`src/rtl/cursor_control.sv`:
```
// Button-driven cursor/view tracker plus read-modify-write cell toggle on the shared board RAM.
// Optional auto-repeat of held direction buttons is built only when AUTOREPEAT_EN is defined.

module cursor_axis #(
    parameter int W        = 8,
    parameter int VIEW_LOG = 6
`ifdef AUTOREPEAT_EN
    ,
    parameter logic [31:0] DELAY  = 32'd65_000_000,
    parameter logic [31:0] PERIOD = 32'd13_000_000
`endif
) (
    input  logic         clk,
    input  logic         rst,
    input  logic         inc,
    input  logic         dec,
    output logic [W-1:0] pos,
    output logic [W-1:0] view
);
    localparam int VIEW_SIZE = 1 << VIEW_LOG;

    logic         inc_q, dec_q, inc_edge, dec_edge, step_inc, step_dec;
    logic [W-1:0] next_pos, rel;

    assign inc_edge = inc & ~inc_q;
    assign dec_edge = dec & ~dec_q;

`ifdef AUTOREPEAT_EN
    logic [31:0] cnt;
    logic        phase, hold, rpt;

    // phase 0 waits out the initial delay, phase 1 paces the repeats
    assign hold     = inc ^ dec;
    assign rpt      = hold && !(inc_edge || dec_edge) && (cnt == (phase ? PERIOD : DELAY));
    assign step_inc = (inc_edge & ~dec_edge) | (rpt & inc);
    assign step_dec = (dec_edge & ~inc_edge) | (rpt & dec);

    always_ff @(posedge clk or posedge rst) begin
        if (rst) begin
            cnt   <= '0;
            phase <= 1'b0;
        end else if (!hold) begin
            cnt   <= '0;
            phase <= 1'b0;
        end else if (inc_edge || dec_edge) begin
            cnt   <= 32'd1;
            phase <= 1'b0;
        end else if (rpt) begin
            cnt   <= 32'd1;
            phase <= 1'b1;
        end else begin
            cnt   <= cnt + 32'd1;
        end
    end
`else
    assign step_inc = inc_edge & ~dec_edge;
    assign step_dec = dec_edge & ~inc_edge;
`endif

    assign next_pos = step_inc ? pos + W'(1) : pos - W'(1);
    assign rel      = next_pos - view;

    // view moves with the step so the cursor never leaves the window
    always_ff @(posedge clk or posedge rst) begin
        if (rst) begin
            inc_q <= 1'b0;
            dec_q <= 1'b0;
            pos   <= '0;
            view  <= '0;
        end else begin
            inc_q <= inc;
            dec_q <= dec;
            if (step_inc || step_dec) begin
                pos <= next_pos;
                if (rel == W'(VIEW_SIZE))
                    view <= view + W'(1);
                else if (&rel)
                    view <= view - W'(1);
            end
        end
    end
endmodule

module cursor_control #(
    parameter int          LOG_BOARD_SIZE = 8,
    parameter int          LOG_VIEW_SIZE  = 6,
    parameter int          LOG_WORD_SIZE  = 4,
    parameter int          LOG_MAX_ADDR   = 12,
    parameter logic [31:0] REPEAT_DELAY   = 32'd65_000_000,
    parameter logic [31:0] REPEAT_PERIOD  = 32'd13_000_000
) (
    input  logic                            clk_130mhz,
    input  logic                            rst_in,
    input  logic                            btn_up_in,
    input  logic                            btn_down_in,
    input  logic                            btn_left_in,
    input  logic                            btn_right_in,
    input  logic                            btn_toggle_in,
    input  logic                            render_done_in,
    input  logic [(1<<LOG_WORD_SIZE)-1:0]   data_r_in,
    output logic [LOG_BOARD_SIZE-1:0]       cursor_x_out,
    output logic [LOG_BOARD_SIZE-1:0]       cursor_y_out,
    output logic [LOG_BOARD_SIZE-1:0]       view_x_out,
    output logic [LOG_BOARD_SIZE-1:0]       view_y_out,
    output logic [LOG_MAX_ADDR-1:0]         addr_out,
    output logic                            we_out,
    output logic [(1<<LOG_WORD_SIZE)-1:0]   data_w_out,
    output logic                            busy_out
);
    localparam int WORD_SIZE = 1 << LOG_WORD_SIZE;

    typedef enum logic [1:0] {IDLE, WAIT, READ, MODIFY} state_t;

    state_t                             state;
    logic [1:0]                         inc, dec;
    logic [1:0][LOG_BOARD_SIZE-1:0]     pos, view;
    logic                               toggle_q;
    logic [LOG_BOARD_SIZE-1:0]          tx, ty;
    logic [WORD_SIZE-1:0]               mask;

    // axis 0 is x (right/left), axis 1 is y (down/up)
    assign inc = {btn_down_in, btn_right_in};
    assign dec = {btn_up_in, btn_left_in};

    for (genvar a = 0; a < 2; a++) begin : g_axis
        cursor_axis #(
            .W        (LOG_BOARD_SIZE),
            .VIEW_LOG (LOG_VIEW_SIZE)
`ifdef AUTOREPEAT_EN
            ,
            .DELAY    (REPEAT_DELAY),
            .PERIOD   (REPEAT_PERIOD)
`endif
        ) u_axis (
            .clk  (clk_130mhz),
            .rst  (rst_in),
            .inc  (inc[a]),
            .dec  (dec[a]),
            .pos  (pos[a]),
            .view (view[a])
        );
    end

    assign cursor_x_out = pos[0];
    assign cursor_y_out = pos[1];
    assign view_x_out   = view[0];
    assign view_y_out   = view[1];

    // leftmost cell lives in the word MSB
    always_comb begin
        mask = '0;
        mask[~tx[LOG_WORD_SIZE-1:0]] = 1'b1;
    end

    // RAM data arrives during MODIFY, the only cycle we_out is high
    assign data_w_out = we_out ? (data_r_in ^ mask) : '0;

    always_ff @(posedge clk_130mhz or posedge rst_in) begin
        if (rst_in) begin
            state    <= IDLE;
            toggle_q <= 1'b0;
            tx       <= '0;
            ty       <= '0;
            addr_out <= '0;
            we_out   <= 1'b0;
            busy_out <= 1'b0;
        end else begin
            toggle_q <= btn_toggle_in;
            we_out   <= 1'b0;
            case (state)
                IDLE: if (btn_toggle_in && !toggle_q) begin
                    tx       <= pos[0];
                    ty       <= pos[1];
                    busy_out <= 1'b1;
                    state    <= WAIT;
                end
                WAIT: if (render_done_in) begin
                    addr_out <= LOG_MAX_ADDR'({ty, tx[LOG_BOARD_SIZE-1:LOG_WORD_SIZE]});
                    state    <= READ;
                end
                READ: if (render_done_in) begin
                    we_out <= 1'b1;
                    state  <= MODIFY;
                end else begin
                    state  <= WAIT;
                end
                MODIFY: begin
                    busy_out <= 1'b0;
                    state    <= IDLE;
                end
                default: state <= IDLE;
            endcase
        end
    end
endmodule

```
`config.mk`:
```
export PLATFORM = sky130hd
export DESIGN_NAME = cursor_control
export DESIGN_NICKNAME = d
export VERILOG_FILES = /design/src/rtl/cursor_control.sv
export SDC_FILE = /design/constraint.sdc
export NUM_CORES = 1
export LEC_CHECK = 0
export ABC_AREA = 1
export CELL_PAD_IN_SITES_DETAIL_PLACEMENT = 1
export CELL_PAD_IN_SITES_GLOBAL_PLACEMENT = 2
export CORE_UTILIZATION = 31
export CTS_CLUSTER_DIAMETER = 200
export DETAILED_ROUTE_END_ITERATION = 10
export PLACE_DENSITY = 0.78
export SYNTH_ARGS = -nofsm -noshare
export SYNTH_HDL_FRONTEND = slang
export SYNTH_SLANG_ARGS = --single-unit
```
`constraint.sdc`:
```
create_clock -name clk_130mhz -period 4.8 [get_ports clk_130mhz]
set_input_delay 1.2 -clock clk_130mhz [delete_from_list [all_inputs] [get_ports clk_130mhz]]
set_output_delay 1.2 -clock clk_130mhz [all_outputs]
set_load 0.05 [all_outputs]
```
==> metrics.yaml, run 1 <==
cp_slowest_stage_delay_ns: 0.28
drtIter0Drc: 132
hold_viol_final: 0
grt_usage_pct: 20.6
cts_tree: "yes"
regArea_um2: 1730
fillCellCount: 1836
yosys.area.top_type_share_pct: 34.8
path_class: "input port to flip-flop"
drive_above_1_share_pct: 33.5
boundaryPins: 86
async_reset_ff_share_pct: 100
synth_adder_area_share_pct: 13.5
antenna_cells: 0
clock-sinks: 69
die_x_um: 128
worst-r2r-cell-count: 26
fin_nets: 911
fin_skew_ns: 0.00736
die_h_um: 128
yosysWarnings: 0
crit_slowest_cell: "xor2_2"
cts_root_buffer: "clkbuf_16"
arrival_ns: 5.01
yosys-top-cells-area: "dfrtp_1 35%, nand2_1 12%, ha_1 11%, inv_1 7.5%, o21ai_0 4.8%"
wl_um: 17800
htree_levels: 3
synth_largest_area_cell: "dfrtp_1"
synth-xor-area-share_pct: 5.12
ys_ff_latch: 69
max_freq_mhz: 209
tightest_slew_ns: 1.03
grt_antenna_before_repair: 0
finalSetupViolCount: 0
max_cap_viol_count: 0
synth_seq_area_share_pct: 34.8
numCtsBuffers: 9
grt_max_degree: 45
fin_crit_sh_pct: 99.5
r2r-start: "g_axis[1].u_axis.inc_q$_DFF_PP0_"
drc: 0
syn_area_um2: 4960
initial_utilization_pct: 32.1
cp.required_ns: 5.03
min_to: "ty[7]$_DFFE_PP0P_"
synth-edff-count: 0
core_um2: 15400
mostFrequentLayoutCell: "nand2_1"
cp_common_cell: "ha_4"
worstSkewPairLatency_ns: 0.34
endpoint_kind: "flip-flop"
slew_headroom_pct: 31.1
slew_viol_final: 0
clock_path_buffers: 2
cp-start-kind: "input port"
synth_ff_type: "dfrtp_1"
cp_max_fo: 6
num_rows: 45
grt_setup_unrepaired: "yes"
finalCriticalPeriod_ns: 4.78
multi_input_area_um2: 3700
layout_common_cells: "125 x nand2_1, 97 x buf_4, 92 x inv_1, 81 x clkdlybuf4s50_1, 69 x dfrtp_1"
crit_buf_inv: 5
dp_hpwl_um: 11900
place_ws_ns: -0.947
hold_start: "ty[7]$_DFFE_PP0P_"
syn_area_per_cell_um2: 7.70
overflow: 0
vias_per_cell: 4.81
synth_mux_area_share_pct: 2.73
hold_depth: 2
die_area_um2: 16500
status: "finished clean"
clk_pin_slew_worst_paths_ns: 0.06
port_buffers: 85
detail_route.wl_per_cell_um: 16.9
hp-class: "flip-flop to flip-flop"
r2r-end: "g_axis[1].u_axis.view[6]$_DFFE_PP0P_"
area_growth_pct: 62.8
yosys.area_share.simple_pct: 23.2
regToRegSetupSlack_ns: 0.62
first_global_vias: 5488
gp_congestion: 0.815
yosysUniqueCellTypes: 27
synth_fp_nets: 718
synth_top_family_by_area: "simple AND/OR/NAND/NOR gates"
drtAntennaViolNets: 0
grt_pass1_wl_um: 26700
synth_compound_area_share_pct: 11.7
setup_ws_ns: 0.0218
via_count: 5068
cp_top_family: "simple AND/OR/NAND/NOR gates"
drt-pass1-iter-count: 4
postSynthCellCount: 644
-- flip-flops by register name (all words and copies together), names as in the netlist --
| name | flops |
|---|---|
| g_axis.u_axis.pos | 16 |
| g_axis.u_axis.view | 16 |
| addr_out | 12 |
| tx | 8 |
| ty | 8 |
| g_axis.u_axis.dec_q | 2 |
| g_axis.u_axis.inc_q | 2 |
| state | 2 |
| busy_out | 1 |
| toggle_q | 1 |
| we_out | 1 |
-- synth_stat cells, types with 3 or more instances --
cell	number
nand4_1	11
o21ai_0	48
dfrtp_1	69
clkbuf_1	10
mux2_2	12
nand2_1	153
ha_1	44
nand2_2	3
nor3_1	5
nand3_1	46
nand3_2	3
a31oi_1	10
xnor2_1	16
nor3b_1	7
inv_1	99
nor2_1	34
fa_1	6
xor2_1	13
a21oi_1	35
o21ai_2	10
-- metrics by stage --
stage | util, % | cell area [um2] | hold slack (ns) | TNS, ns | cells
6_report | 52.3 | 8070 | 0.482 | 0 | 1053
5_1_grt | 52.3 | 8070 | 0.513 | -0.932 | 1053
4_1_cts | 48.8 | 7520 | 0.484 | -0.0601 | 1046
3_5_place_dp | 42.8 | 6600 | 0.472 | -10.59 | 1004
3_3_place_gp | 42.8 | 6600 | 0.462 | -8.97 | 1004
2_1_floorplan | - | 4970 | 0.449 | -0.0199 | 644
-- final cells by class --
class / count / share of cell area (%)
multi-input cells: 463 / 45.9
flip-flops and latches: 69 / 21.4
repair buffers: 194 / 21.3
inverters: 100 / 4.85
well taps: 211 / 3.27
clock buffers: 12 / 3.05
clock inverters: 4 / 0.295
-- repair_timing --
item	in CTS	in global routing
setup buffers	25	8
endpoints found under the setup margin	13	13
resized for setup	81	111
pin swaps	55	82
cloned	1	0
hold buffers	0	0
-- how the worst max path moves through the flow --
| stage | from | to | slack [ns] | cells after the start |
|---|---|---|---|---|
| global placement | btn_up_in | g_axis[1].u_axis.view[6]$_DFFE_PP0P_ | -0.87 | 25 |
| global route | btn_down_in | g_axis[1].u_axis.view[7]$_DFFE_PP0P_ | -0.15 | 30 |
| floorplan | btn_right_in | g_axis[0].u_axis.view[6]$_DFFE_PP0P_ | -0.02 | 24 |
| finish | btn_down_in | g_axis[1].u_axis.view[6]$_DFFE_PP0P_ | 0.02 | 28 |
| detailed placement | btn_right_in | g_axis[0].u_axis.view[7]$_DFFE_PP0P_ | -0.95 | 29 |
| CTS | btn_down_in | g_axis[1].u_axis.view[6]$_DFFE_PP0P_ | -0.05 | 27 |
-- logic make-up (layout without fill, tap and decap cells) --
family	Yosys count	after routing
simple gates	266	267
fa+ha+maj	50	50
flops	69	69
mux	12	12
compound gates	105	105
buf+inv	113	310
xor+xnor	29	29
-- worst reg2reg max path: stages, from the launching register on --
cell and delay (ns):
dfrtp_1 0.37, nor2_2 0.15, ha_4 0.20, inv_8 0.06
ha_4 0.26, a21oi_4 0.22, nand2_8 0.10, a31oi_4 0.20
xor2_2 0.29, ha_4 0.27, nand2_2 0.08, inv_1 0.04
nand4_1 0.11, nand3_1 0.10, nand2_1 0.09, nand2_2 0.09
nor2_4 0.17, nand3_4 0.14, buf_6 0.15, ha_4 0.22
nand2_1 0.08, nand2_1 0.07, a21oi_2 0.18, o21ai_2 0.07
a21oi_2 0.12, xor2_1 0.19, o21ai_2 0.06
-- routing by layer --
layer	vias to the layer above	part of all wire (%)	wire [um]	global-route usage, %
met5	-	0	0	0
li1	2470	-	-	-
met3	25	3.0	526	2.87
met4	0	2.2	387	7.54
met1	2471	43	7610	24.8
met2	102	52	9280	37.2
Power of run 1 is left out: the tool's default activity adds up to more than one toggle a clock period on the data nets, which glitch-free logic cannot reach.
==> run 2, diff against run 1 <==
Settings changed: CAP_MARGIN set to 10.
Clock period 4.8 ns to 4.5 ns, I/O delays scaled along.
==> run 2 against run 1 <==
Against the previous run: the run now ends with negative setup slack left; non-clock buffer count rose by 1; via count fell by 0.79%; die area did not move; sequential cell count did not move; core utilization fell by 0.15 points; critical path depth fell by 2; final cell count did not move; highest routed layer unchanged.
==> metrics.yaml, run 2 (synthesis results as in run 1) <==
status: "finished, violations left"
violations: "negative setup slack"
clk_pin_slew_worst_paths_ns: 0.06  # about the same
top_regs: "g_axis.u_axis.pos x16, g_axis.u_axis.view x16, addr_out x12"
tightest_slew_ns: 0.958  # -0.0736 ns
initial_utilization_pct: 32.1  # unchanged
first_global_vias: 5409  # -1.4%
drtAntennaViolNets: 0  # unchanged
setup_ws_ns: -0.0614  # -0.0832 ns
wl_um: 16200  # -9.1%
hold_buffers: 0  # unchanged
area_growth_pct: 62.3
hold_depth: 2  # unchanged
grt_max_degree: 36  # -20%
overflow: 0  # unchanged
cp.required_ns: 4.74  # -0.29 ns
clock_path_buffers: 2  # unchanged
finalSetupViolCount: 5  # +5
cts_tree: "yes"
post-route-util_pct: 52.2  # -0.15 points
drt-pass1-iter-count: 5  # +1
fin_skew_ns: 0.0133  # +0.00590 ns
grt_use_met2_pct: 38.0  # +0.83 points
num_rows: 45  # unchanged
fillCellCount: 1849  # +0.71%
die_h_um: 128  # unchanged
worstSkewPairLatency_ns: 0.36  # +0.02 ns
endpoint_kind: "flip-flop"
grt_antenna_before_repair: 0  # unchanged
drc: 0  # unchanged
hp-class: "flip-flop to flip-flop"
die_x_um: 128  # unchanged
vias_per_cell: 4.77  # -0.79%
layout_common_cells: "133 x nand2_1, 100 x buf_4, 89 x inv_1, 81 x clkdlybuf4s50_1, 69 x dfrtp_1"
worst-r2r-cell-count: 24  # -7.7%
grtUsageMet1_pct: 23.8  # -1.0 points
die_area_um2: 16500  # unchanged
htree_levels: 3  # unchanged
finalCriticalPeriod_ns: 4.56
grt_setup_unrepaired: "yes"
max_cap_viol_count: 0  # unchanged
numCtsBuffers: 9  # unchanged
drtIter0Drc: 146  # +11%
hold_viol_final: 0  # unchanged
slew_headroom_pct: 36.0  # +4.9 points
place_inst: 1002  # -0.20%
grt_usage_pct: 20.3  # -0.25 points
via_count: 5028  # -0.79%
port_buffers: 85  # unchanged
grt_most_used_layer: "met2"
arrival_ns: 4.80  # -0.21 ns
core_um2: 15400  # unchanged
cp-start-kind: "input port"
cp_max_fo: 7  # +1
clock-sinks: 69  # unchanged
max_freq_mhz: 219
gp_congestion: 0.853  # +4.8%
slew_viol_final: 0  # unchanged
detail_route.wl_per_cell_um: 15.4  # -9.1%
cts_root_buffer: "clkbuf_16"
antenna_cells: 0  # unchanged
boundaryPins: 86  # unchanged
layout.cells.non_filler: 1053  # unchanged
dp_hpwl_um: 11900  # +0.68%
mostFrequentLayoutCell: "nand2_1"
path_class: "input port to flip-flop"
fin_crit_sh_pct: 101
met3_usage_pct: 3.95  # +1.1 points
grt_pass1_wl_um: 26300  # -1.7%
fin_nets: 911  # unchanged
drive_above_1_share_pct: 33.1  # -0.36 points
run 2: routing by layer:
metal | vias up | wire [um]
met1 | 2467 | 6860
met3 | 18 | 395
met4 | 0 | 203
li1 | 2480 | -
met2 | 63 | 8720
met5 | - | 0
run 2: final timing paths:
check / from / to / slack, ns
worst max register to register: g_axis[0].u_axis.inc_q$_DFF_PP0_ / g_axis[0].u_axis.view[6]$_DFFE_PP0P_ / 0.38
worst min register to register: ty[5]$_DFFE_PP0P_ / ty[5]$_DFFE_PP0P_ / 0.48
worst max-delay path: btn_right_in / g_axis[0].u_axis.view[6]$_DFFE_PP0P_ / -0.06
min in group asynchronous: rst_in / addr_out[5]$_DFFE_PP0P_ / 1.10
max in group asynchronous: rst_in / g_axis[0].u_axis.pos[0]$_DFFE_PP0P_ / 2.57
worst min-delay path: ty[5]$_DFFE_PP0P_ / ty[5]$_DFFE_PP0P_ / 0.48
run 2: per-stage QoR:
stage | area, um2 | setup TNS [ns] | hold WS, ns | worst slack, ns
finish | 8050 | -0.224 | 0.482 | -0.0614
global route | 8050 | -1.81 | 0.507 | -0.332
CTS | 7510 | -0.0349 | 0.486 | -0.0349
detailed placement | 6830 | -13.13 | 0.471 | -1.15
global placement | 6830 | -10.91 | 0.466 | -0.975
floorplan | 5210 | -0.00316 | 0.449 | -0.00316
run 2: what timing repair did:
| item | 4_1_cts | 5_1_grt |
|---|---|---|
| setup buffers | 17 | 19 |
| setup endpoints to repair | 16 | 10 |
| resized for setup | 68 | 74 |
| pin swaps | 56 | 68 |
run 2: worst max-delay path, cell delays in order:
cell and delay [ns]:
buf_8 0.09, inv_8 0.03, nor2_4 0.08, ha_4 0.19, inv_8 0.07, ha_4 0.25
a21oi_2 0.13, nand2_2 0.12, a31oi_4 0.23, xor2_2 0.28, ha_4 0.27, buf_4 0.14
inv_2 0.05, nand4_1 0.10, nand2_1 0.08, nand2_1 0.08, nor2_4 0.15, nand3_4 0.13
fa_2 0.41, nand2_2 0.07, nand2_2 0.05, a21oi_2 0.18, o21ai_2 0.08, a21oi_2 0.14
xor2_1 0.21, o21ai_2 0.06
run 2: layout make-up:
type | count | area, um2 | share of cell area, %
multi-input combinational | 462 | 3630 | 45.1
clock inverter | 7 | 62.6 | 0.777
clock buffer | 9 | 225 | 2.80
tap | 211 | 264 | 3.28
inverter | 100 | 405 | 5.04
sequential | 69 | 1730 | 21.5
timing repair buffer | 195 | 1730 | 21.5
Power of run 2 is left out for the same reason.
